$ cat src/rtl/pueo_thresh_pkg.sv
// Shared types for the dual-threshold chain loader: word width, select encodings,
// FSM state enum and the chain stage -> shadow address mapping.
package pueo_thresh_pkg;

  localparam int THR_W = 18;

  localparam logic SEL_MAIN  = 1'b0;
  localparam logic SEL_DELTA = 1'b1;

  typedef enum logic [1:0] {
    S_IDLE,
    S_LOAD,
    S_UPDATE,
    S_SETTLE
  } state_t;

  // Shadow address {channel, sel} of the word that must land in chain stage `stage` on `lane`.
  // Even stages are a block's main threshold (stage A), odd stages its delta (stage B).
  function automatic int unsigned stage_addr(input int unsigned stage, input int unsigned lane);
    int unsigned ch;
    int unsigned sel;
    ch  = (stage >> 1) * 2 + lane;
    sel = (stage % 2 == 1) ? 32'(SEL_DELTA) : 32'(SEL_MAIN);
    return ch * 2 + sel;
  endfunction

endpackage

$ cat src/rtl/thresh_chain_loader_if.sv
// Host + chain-side signal bundle for thresh_chain_loader.
// Optional readback port appears when THRESH_LOADER_READBACK_EN is defined.
interface thresh_chain_loader_if
  import pueo_thresh_pkg::*;
#(
  parameter int NBLK = 4
) ();

  localparam int AW = $clog2(2 * NBLK) + 1;

  // Handshake: thr_wr and apply are single-cycle strobes with no ready; both are always
  // accepted (apply while busy is remembered as one pending request). done is a 1-cycle
  // pulse, thresh is valid exactly while thresh_wr is high.
  logic [AW-1:0]        thr_addr;
  logic [THR_W-1:0]     thr_dat;
  logic                 thr_wr;
  logic                 apply;
  logic                 busy;
  logic                 done;
  logic [2*THR_W-1:0]   thresh;
  logic [1:0]           thresh_wr;
  logic [1:0]           thresh_update;
  state_t               dbg_state;
`ifdef THRESH_LOADER_READBACK_EN
  logic [AW-1:0]        rd_addr;
  logic [THR_W-1:0]     rd_dat;

  modport slave (
    input  thr_addr, thr_dat, thr_wr, apply, rd_addr,
    output busy, done, thresh, thresh_wr, thresh_update, dbg_state, rd_dat
  );
  modport master (
    output thr_addr, thr_dat, thr_wr, apply, rd_addr,
    input  busy, done, thresh, thresh_wr, thresh_update, dbg_state, rd_dat
  );
`else
  modport slave (
    input  thr_addr, thr_dat, thr_wr, apply,
    output busy, done, thresh, thresh_wr, thresh_update, dbg_state
  );
  modport master (
    output thr_addr, thr_dat, thr_wr, apply,
    input  busy, done, thresh, thresh_wr, thresh_update, dbg_state
  );
`endif

endinterface

$ cat src/rtl/thresh_shadow_rf.sv
// Shadow register file: one write port, two combinational sequencer read ports and,
// with THRESH_LOADER_READBACK_EN, a registered host readback port.
module thresh_shadow_rf
  import pueo_thresh_pkg::*;
#(
  parameter int               NBLK      = 4,
  parameter logic [THR_W-1:0] RST_MAIN  = 18'h0FFFF,
  parameter logic [THR_W-1:0] RST_DELTA = 18'h00100,
  localparam int              AW        = $clog2(2 * NBLK) + 1
) (
  input  logic             clk_i,
  input  logic             rst_i,
  input  logic             wr_i,
  input  logic [AW-1:0]    wr_addr_i,
  input  logic [THR_W-1:0] wr_dat_i,
  input  logic [AW-1:0]    rd0_addr_i,
  input  logic [AW-1:0]    rd1_addr_i,
  output logic [THR_W-1:0] rd0_dat_o,
  output logic [THR_W-1:0] rd1_dat_o
`ifdef THRESH_LOADER_READBACK_EN
  ,
  input  logic [AW-1:0]    rb_addr_i,
  output logic [THR_W-1:0] rb_dat_o
`endif
);

  localparam int NENT = 4 * NBLK;

  logic [THR_W-1:0] mem_q [NENT];

  function automatic logic [THR_W-1:0] rd_word(input logic [AW-1:0] a);
    return (int'(a) < NENT) ? mem_q[a] : '0;
  endfunction

  // Odd addresses hold deltas; out-of-range channels are silently dropped.
  always_ff @(posedge clk_i or posedge rst_i) begin
    if (rst_i) begin
      for (int i = 0; i < NENT; i++) begin
        mem_q[i] <= (i % 2 == 1) ? RST_DELTA : RST_MAIN;
      end
    end else if (wr_i && (int'(wr_addr_i) < NENT)) begin
      mem_q[wr_addr_i] <= wr_dat_i;
    end
  end

  assign rd0_dat_o = rd_word(rd0_addr_i);
  assign rd1_dat_o = rd_word(rd1_addr_i);

`ifdef THRESH_LOADER_READBACK_EN
  logic [THR_W-1:0] rb_dat_q;

  always_ff @(posedge clk_i or posedge rst_i) begin
    if (rst_i) rb_dat_q <= '0;
    else       rb_dat_q <= rd_word(rb_addr_i);
  end

  assign rb_dat_o = rb_dat_q;
`endif

endmodule

$ cat src/rtl/thresh_chain_loader.sv
// Writer end of the cascaded dual-threshold chain: shifts the shadow copy into the chain,
// then fires one update. THRESH_LOADER_READBACK_EN enables the shadow readback port.
module thresh_chain_loader
  import pueo_thresh_pkg::*;
#(
  parameter int               NBLK       = 4,
  parameter logic [THR_W-1:0] RST_MAIN   = 18'h0FFFF,
  parameter logic [THR_W-1:0] RST_DELTA  = 18'h00100,
  parameter bit               INIT_LOAD  = 1'b1,
  parameter int               SETTLE_CYC = 3
) (
  input logic                  clk_i,
  input logic                  rst_i,
  thresh_chain_loader_if.slave bus
);

  localparam int NSTG = 2 * NBLK;
  localparam int SW   = $clog2(NSTG);
  localparam int AW   = SW + 1;
  localparam int CW   = $clog2(SETTLE_CYC + 1);
  localparam logic [SW-1:0] LAST_STEP   = SW'(NSTG - 1);
  localparam logic [CW-1:0] LAST_SETTLE = CW'(SETTLE_CYC - 1);

  state_t             state_q, state_d;
  logic [SW-1:0]      step_q, step_d;
  logic [CW-1:0]      settle_q, settle_d;
  logic               pending_q, pending_d;
  logic               init_q, init_d;
  logic               done_q, done_d;
  logic [2*THR_W-1:0] thresh_q, thresh_d;
  logic [SW-1:0]      stage_d;
  logic [AW-1:0]      rd0_addr, rd1_addr;
  logic [THR_W-1:0]   rd0_dat, rd1_dat;

  always_comb begin
    state_d   = state_q;
    step_d    = step_q;
    settle_d  = settle_q;
    pending_d = pending_q;
    init_d    = init_q;
    done_d    = 1'b0;
    if (bus.apply && (state_q != S_IDLE)) pending_d = 1'b1;
    unique case (state_q)
      S_IDLE: begin
        if (bus.apply || pending_q || init_q) begin
          state_d   = S_LOAD;
          step_d    = '0;
          pending_d = 1'b0;
          init_d    = 1'b0;
        end
      end
      S_LOAD: begin
        if (step_q == LAST_STEP) state_d = S_UPDATE;
        else                     step_d  = step_q + 1'b1;
      end
      S_UPDATE: begin
        state_d  = S_SETTLE;
        settle_d = '0;
      end
      S_SETTLE: begin
        if (settle_q == LAST_SETTLE) begin
          state_d = S_IDLE;
          done_d  = 1'b1;
        end else begin
          settle_d = settle_q + 1'b1;
        end
      end
      default: state_d = S_IDLE;
    endcase
  end

  // Fetch the word for the step about to be presented so thresh_q lines up with thresh_wr.
  always_comb begin
    stage_d  = LAST_STEP - step_d;
    rd0_addr = AW'(stage_addr(32'(stage_d), 0));
    rd1_addr = AW'(stage_addr(32'(stage_d), 1));
    thresh_d = (state_d == S_LOAD) ? {rd1_dat, rd0_dat} : '0;
  end

  always_ff @(posedge clk_i or posedge rst_i) begin
    if (rst_i) begin
      state_q   <= S_IDLE;
      step_q    <= '0;
      settle_q  <= '0;
      pending_q <= 1'b0;
      init_q    <= INIT_LOAD;
      done_q    <= 1'b0;
      thresh_q  <= '0;
    end else begin
      state_q   <= state_d;
      step_q    <= step_d;
      settle_q  <= settle_d;
      pending_q <= pending_d;
      init_q    <= init_d;
      done_q    <= done_d;
      thresh_q  <= thresh_d;
    end
  end

  thresh_shadow_rf #(
    .NBLK      (NBLK),
    .RST_MAIN  (RST_MAIN),
    .RST_DELTA (RST_DELTA)
  ) u_shadow (
    .clk_i      (clk_i),
    .rst_i      (rst_i),
    .wr_i       (bus.thr_wr),
    .wr_addr_i  (bus.thr_addr),
    .wr_dat_i   (bus.thr_dat),
    .rd0_addr_i (rd0_addr),
    .rd1_addr_i (rd1_addr),
    .rd0_dat_o  (rd0_dat),
    .rd1_dat_o  (rd1_dat)
`ifdef THRESH_LOADER_READBACK_EN
    ,
    .rb_addr_i  (bus.rd_addr),
    .rb_dat_o   (bus.rd_dat)
`endif
  );

  assign bus.busy          = (state_q != S_IDLE);
  assign bus.done          = done_q;
  assign bus.thresh        = thresh_q;
  assign bus.thresh_wr     = {2{state_q == S_LOAD}};
  assign bus.thresh_update = {2{state_q == S_UPDATE}};
  assign bus.dbg_state     = state_q;

endmodule
$ cat src/flat_wrapper.sv
// flat-port wrapper written by rule: the top's interface ports become plain ports
module thresh_chain_loader_flat import pueo_thresh_pkg::*;
#(
  parameter int               NBLK       = 4,
  parameter logic [THR_W-1:0] RST_MAIN   = 18'h0FFFF,
  parameter logic [THR_W-1:0] RST_DELTA  = 18'h00100,
  parameter bit               INIT_LOAD  = 1'b1,
  parameter int               SETTLE_CYC = 3
)
  (clk_i, rst_i, bus_thr_addr, bus_thr_dat, bus_thr_wr, bus_apply, bus_busy, bus_done, bus_thresh, bus_thresh_wr, bus_thresh_update, bus_dbg_state);
  thresh_chain_loader_if #(.NBLK(NBLK)) bus_i ();
  input logic clk_i;
  input logic rst_i;
  input wire logic [$bits(bus_i.thr_addr)-1:0] bus_thr_addr;
  input wire logic [$bits(bus_i.thr_dat)-1:0] bus_thr_dat;
  input wire logic [$bits(bus_i.thr_wr)-1:0] bus_thr_wr;
  input wire logic [$bits(bus_i.apply)-1:0] bus_apply;
  output wire logic [$bits(bus_i.busy)-1:0] bus_busy;
  output wire logic [$bits(bus_i.done)-1:0] bus_done;
  output wire logic [$bits(bus_i.thresh)-1:0] bus_thresh;
  output wire logic [$bits(bus_i.thresh_wr)-1:0] bus_thresh_wr;
  output wire logic [$bits(bus_i.thresh_update)-1:0] bus_thresh_update;
  output wire logic [$bits(bus_i.dbg_state)-1:0] bus_dbg_state;
  assign bus_i.thr_addr = bus_thr_addr;
  assign bus_i.thr_dat = bus_thr_dat;
  assign bus_i.thr_wr = bus_thr_wr;
  assign bus_i.apply = bus_apply;
  assign bus_busy = bus_i.busy;
  assign bus_done = bus_i.done;
  assign bus_thresh = bus_i.thresh;
  assign bus_thresh_wr = bus_i.thresh_wr;
  assign bus_thresh_update = bus_i.thresh_update;
  assign bus_dbg_state = bus_i.dbg_state;
  thresh_chain_loader #(.NBLK(NBLK), .RST_MAIN(RST_MAIN), .RST_DELTA(RST_DELTA), .INIT_LOAD(INIT_LOAD), .SETTLE_CYC(SETTLE_CYC)) u_core (.clk_i(clk_i), .rst_i(rst_i), .bus(bus_i));
endmodule
$ cat config.mk
export PLATFORM = sky130hd
export DESIGN_NAME = thresh_chain_loader_flat
export DESIGN_NICKNAME = d
export VERILOG_FILES = /design/src/rtl/pueo_thresh_pkg.sv /design/src/rtl/thresh_chain_loader_if.sv /design/src/rtl/thresh_shadow_rf.sv /design/src/rtl/thresh_chain_loader.sv /design/src/flat_wrapper.sv
export SDC_FILE = /design/constraint.sdc
export NUM_CORES = 1
export LEC_CHECK = 0
export CORE_MARGIN = 1.5
export CORE_UTILIZATION = 58
export DETAILED_ROUTE_END_ITERATION = 12
export DONT_BUFFER_PORTS = 1
export HOLD_SLACK_MARGIN = 0.02
export PLACE_DENSITY = 0.76
export SYNTH_ARGS = -nofsm -noshare
export SYNTH_HDL_FRONTEND = slang
export SYNTH_SLANG_ARGS = --single-unit
$ cat constraint.sdc
create_clock -name clk_i -period 11.34 [get_ports clk_i]
set_clock_uncertainty 0.1 [all_clocks]
set_input_delay 2.835 -clock clk_i [delete_from_list [all_inputs] [get_ports clk_i]]
set_output_delay 2.835 -clock clk_i [all_outputs]
set_load 0.02 [all_outputs]
==> results.py <==
metrics = {
    "floorplan": {
        "fp.dieH_um": 171.3,
        "initial_core_util_pct": 58.97,
        "die-width_um": 171.3,
        "fp.dieArea_um2": 29340,
        "core_region_area_um2": 27860,
        "standard_cell_rows": 61,
        "top_level_ports": 70,
    },
    "logic_synthesis": {
        "synth_seq_cells": 334,
        "post_synth.cell_area_avg_um2": 12.59,
        "synth_edf_count": 0,
        "synth_top_cell_by_area": "dfrtp_1",
        "sequential_cell_area_fraction_in_the_yosys_report_pct": 51.92,
        "post_synth_inst_count": 1305,
        "synth_fp_nets": 1333,
        "yosys-top-cells-area": "dfrtp_1 30%, dfstp_2 22%, mux2_2 20%",
        "asyncSetResetFlopFracSynth_pct": 100.0,
        "netlist_area_um2": 16430,
        "synthesis.yosys.warnings": 0,
        "yosys_most_used_dff": "dfrtp_1",
        "post-synth-top-area-fraction_pct": 30.01,
        "synth.lib_cells_used.distinct": 40,
    },
    "timing": {
        "finalSetupTns_ns": 0,
        "final_setup_violations": 0,
        "fin_crit_sh_pct": 41.54,
        "finalHoldViolations": 0,
        "least_setup_slack_across_all_paths_after_layout_ns": 6.629,
        "tightest_slew_ns": 1.285,
        "unrepaired_setup_endpoints_after_global_routing": "false",
        "hold_slack_final_ns": 0.3893,
        "final_period_minus_worst_setup_slack_ns": 4.711,
        "slew_viols_final": 0,
        "clock.fmax_mhz": 212.3,
        "max-slew-margin-rel_pct": 13.95,
    },
    "pwr": {
        "cellLeakagePower_nw": 7.188,
        "ir_drop_v": 0.0002938,
        "cellPowerDensity_nw_per_um2": 275.0,
        "power_mw": 4.875,
    },
    "layout": {
        "cell_count_final_fillers_out": 1632,
        "finalInstanceArea_um2": 17730,
        "commonest_non_fill_non_tap_cell_in_the_layout": "mux2_2",
        "final_net_count": 1257,
        "finish.utilization_pct": 63.64,
        "layout.cells.most_common_list": "288 x mux2_2, 196 x dfrtp_1, 137 x dfstp_2",
        "n_antenna_cell": 0,
        "drive_above_1_share_pct": 42.74,
        "syn2layout_area_growth_pct": 7.913,
    },
    "place": {
        "placement.cell_area_um2": 16520,
        "gp_congestion": 0.7838,
        "dp.final_hpwl_um": 21570,
        "dp.cells": 1568,
        "place_worst_setup_slack_ns": 6.172,
        "port_buffers": 0,
    },
    "global_routing": {
        "grt_antenna_before_repair": 0,
        "grt_first_pass_wirelength_um": 65430,
        "globalRouteOverflowTotal": 0,
        "grt_max_degree": 156,
        "number_of_global_route_vias_before_repair": 11710,
        "gr-usage-all-layers_pct": 29.19,
    },
    "route": {
        "ant_nets": 0,
        "drt_drc_violations_left": 0,
        "total_iterations_of_the_first_detailed_routing_run": 8,
        "vias": 11320,
        "dr.first_iter.drc_count": 1231,
        "via_per_inst": 6.936,
        "avgRoutedWirePerCell_um": 25.40,
        "finalWirelength_um": 41450,
    },
    "clock_network": {
        "cells_resized_by_post_cts_repair": 0,
        "clk_latency_ns": 0.51,
        "tritoncts.num_buffers": 37,
        "numClockSinks": 334,
        "cts.clk_slew.worst_paths_ns": 0.06,
        "cts_root_buf": "clkbuf_16",
        "cts_hold_buf": 0,
        "cts_max_level": 2,
        "cts_setup_buffers": 0,
        "max-clock-path-buffers": 3,
        "tritoncts_clock_tree": "yes",
    },
    "setup_path": {
        "delay_of_the_slowest_critical_path_stage_ns": 0.70,
        "cpLargestDelayFamily": "simple AND/OR/NAND/NOR gates",
        "crit_path_cell_trace": "nor2b_1",
        "cp_slowest_cell": "nor2b_1",
        "timing_worst_setup_path_type": "reg2out",
        "startpoint_type": "flop",
        "path_max_fanout": 9,
        "timing.critical_path.required_ns": 8.41,
        "critical_path_buf_inv_count": 0,
        "cp_data_arrival_time_ns": 1.78,
        "crit_path_end_kind": "output port",
    },
    "worst_hold_path": {
        "worstHoldPathType": "reg2reg",
    },
    "flow_run": {
        "max_cap_violations": 0,
    },
    "run_status": {
        "status": "finished, final reports clean",
    },
}
-- path summary, 6_finish.rpt --
check | startpoint | end | slack (ns) | cells after the start
setup reg to reg | u_core.step_q[0] | u_core.bus.thresh[27] | 7.37 | 8
min in group asynchronous | rst_i | u_core.u_shadow.mem_q[125] | 2.23 | 1
setup / recovery | u_core.bus.dbg_state[1] | bus_thresh_update[1] | 6.63 | 1
max in group asynchronous | rst_i | u_core.u_shadow.mem_q[87] | 6.77 | 3
hold reg to reg | u_core.init_q | u_core.init_q | 0.39 | 1
hold / removal | u_core.init_q | u_core.init_q | 0.39 | 1
-- final cells by class --
class                      instances  area, um^2
sequential                       334        8533
tap                              378       473.0
clock inverter                    11       111.4
clock buffer                      53        1096
inverter                           6       28.78
timing repair buffer              28       222.7
fill                            2075       10130
multi-input combinational        822        7263
-- metal layers --
layer  track usage, %  vias to the layer above  share of wire (%)
met3            5.660                      103                6.7
met4            11.44                        0                3.0
met5                0                        -                  0
met1            37.32                     5896                 41
li1                 -                     4902                  -
met2            49.10                      418                 50
-- Yosys cell counts (8+ instances only) --
cell,n
a222oi_1,72
a22oi_1,72
a311o_1,73
and4_1,71
buf_2,50
buf_4,8
buf_6,8
clkbuf_1,71
dfrtp_1,197
dfstp_2,137
mux2_2,288
nand2_1,82
nand2b_1,78
nor2_1,14
o22ai_1,36
-- state kept, by name, indices dropped and copies added, names as in the netlist --
name	flops
u_core.settle_q	2
u_core.step_q	3
u_core.pending_q	1
u_core.bus.dbg_state	2
u_core.init_q	1
u_core.bus.done	1
u_core.u_shadow.mem_q	288
u_core.bus.thresh	36
-- power breakdown --
part | switching (mW) | internal (mW) | leakage [nW] | total (mW)
Clock | 0.463 | 0.715 | 0.601 | 1.18
Combinational | 1.11 | 0.785 | 2.69 | 1.90
Sequential | 0.229 | 1.57 | 3.89 | 1.80
Total | 1.81 | 3.07 | 7.19 | 4.88
-- cells by family (layout without fill, tap and decap cells) --
logic type / after synthesis / in the layout / share of synthesized area [%]
xor+xnor: 1 / 1 / 0.05332
fa+ha+maj: 2 / 2 / 0.1523
flops: 334 / 334 / 51.92
mux: 288 / 288 / 19.74
buf+inv: 149 / 98 / 4.349
compound gates: 267 / 267 / 14.02
simple gates: 264 / 264 / 9.764
(Power assumes the default switching activity.)
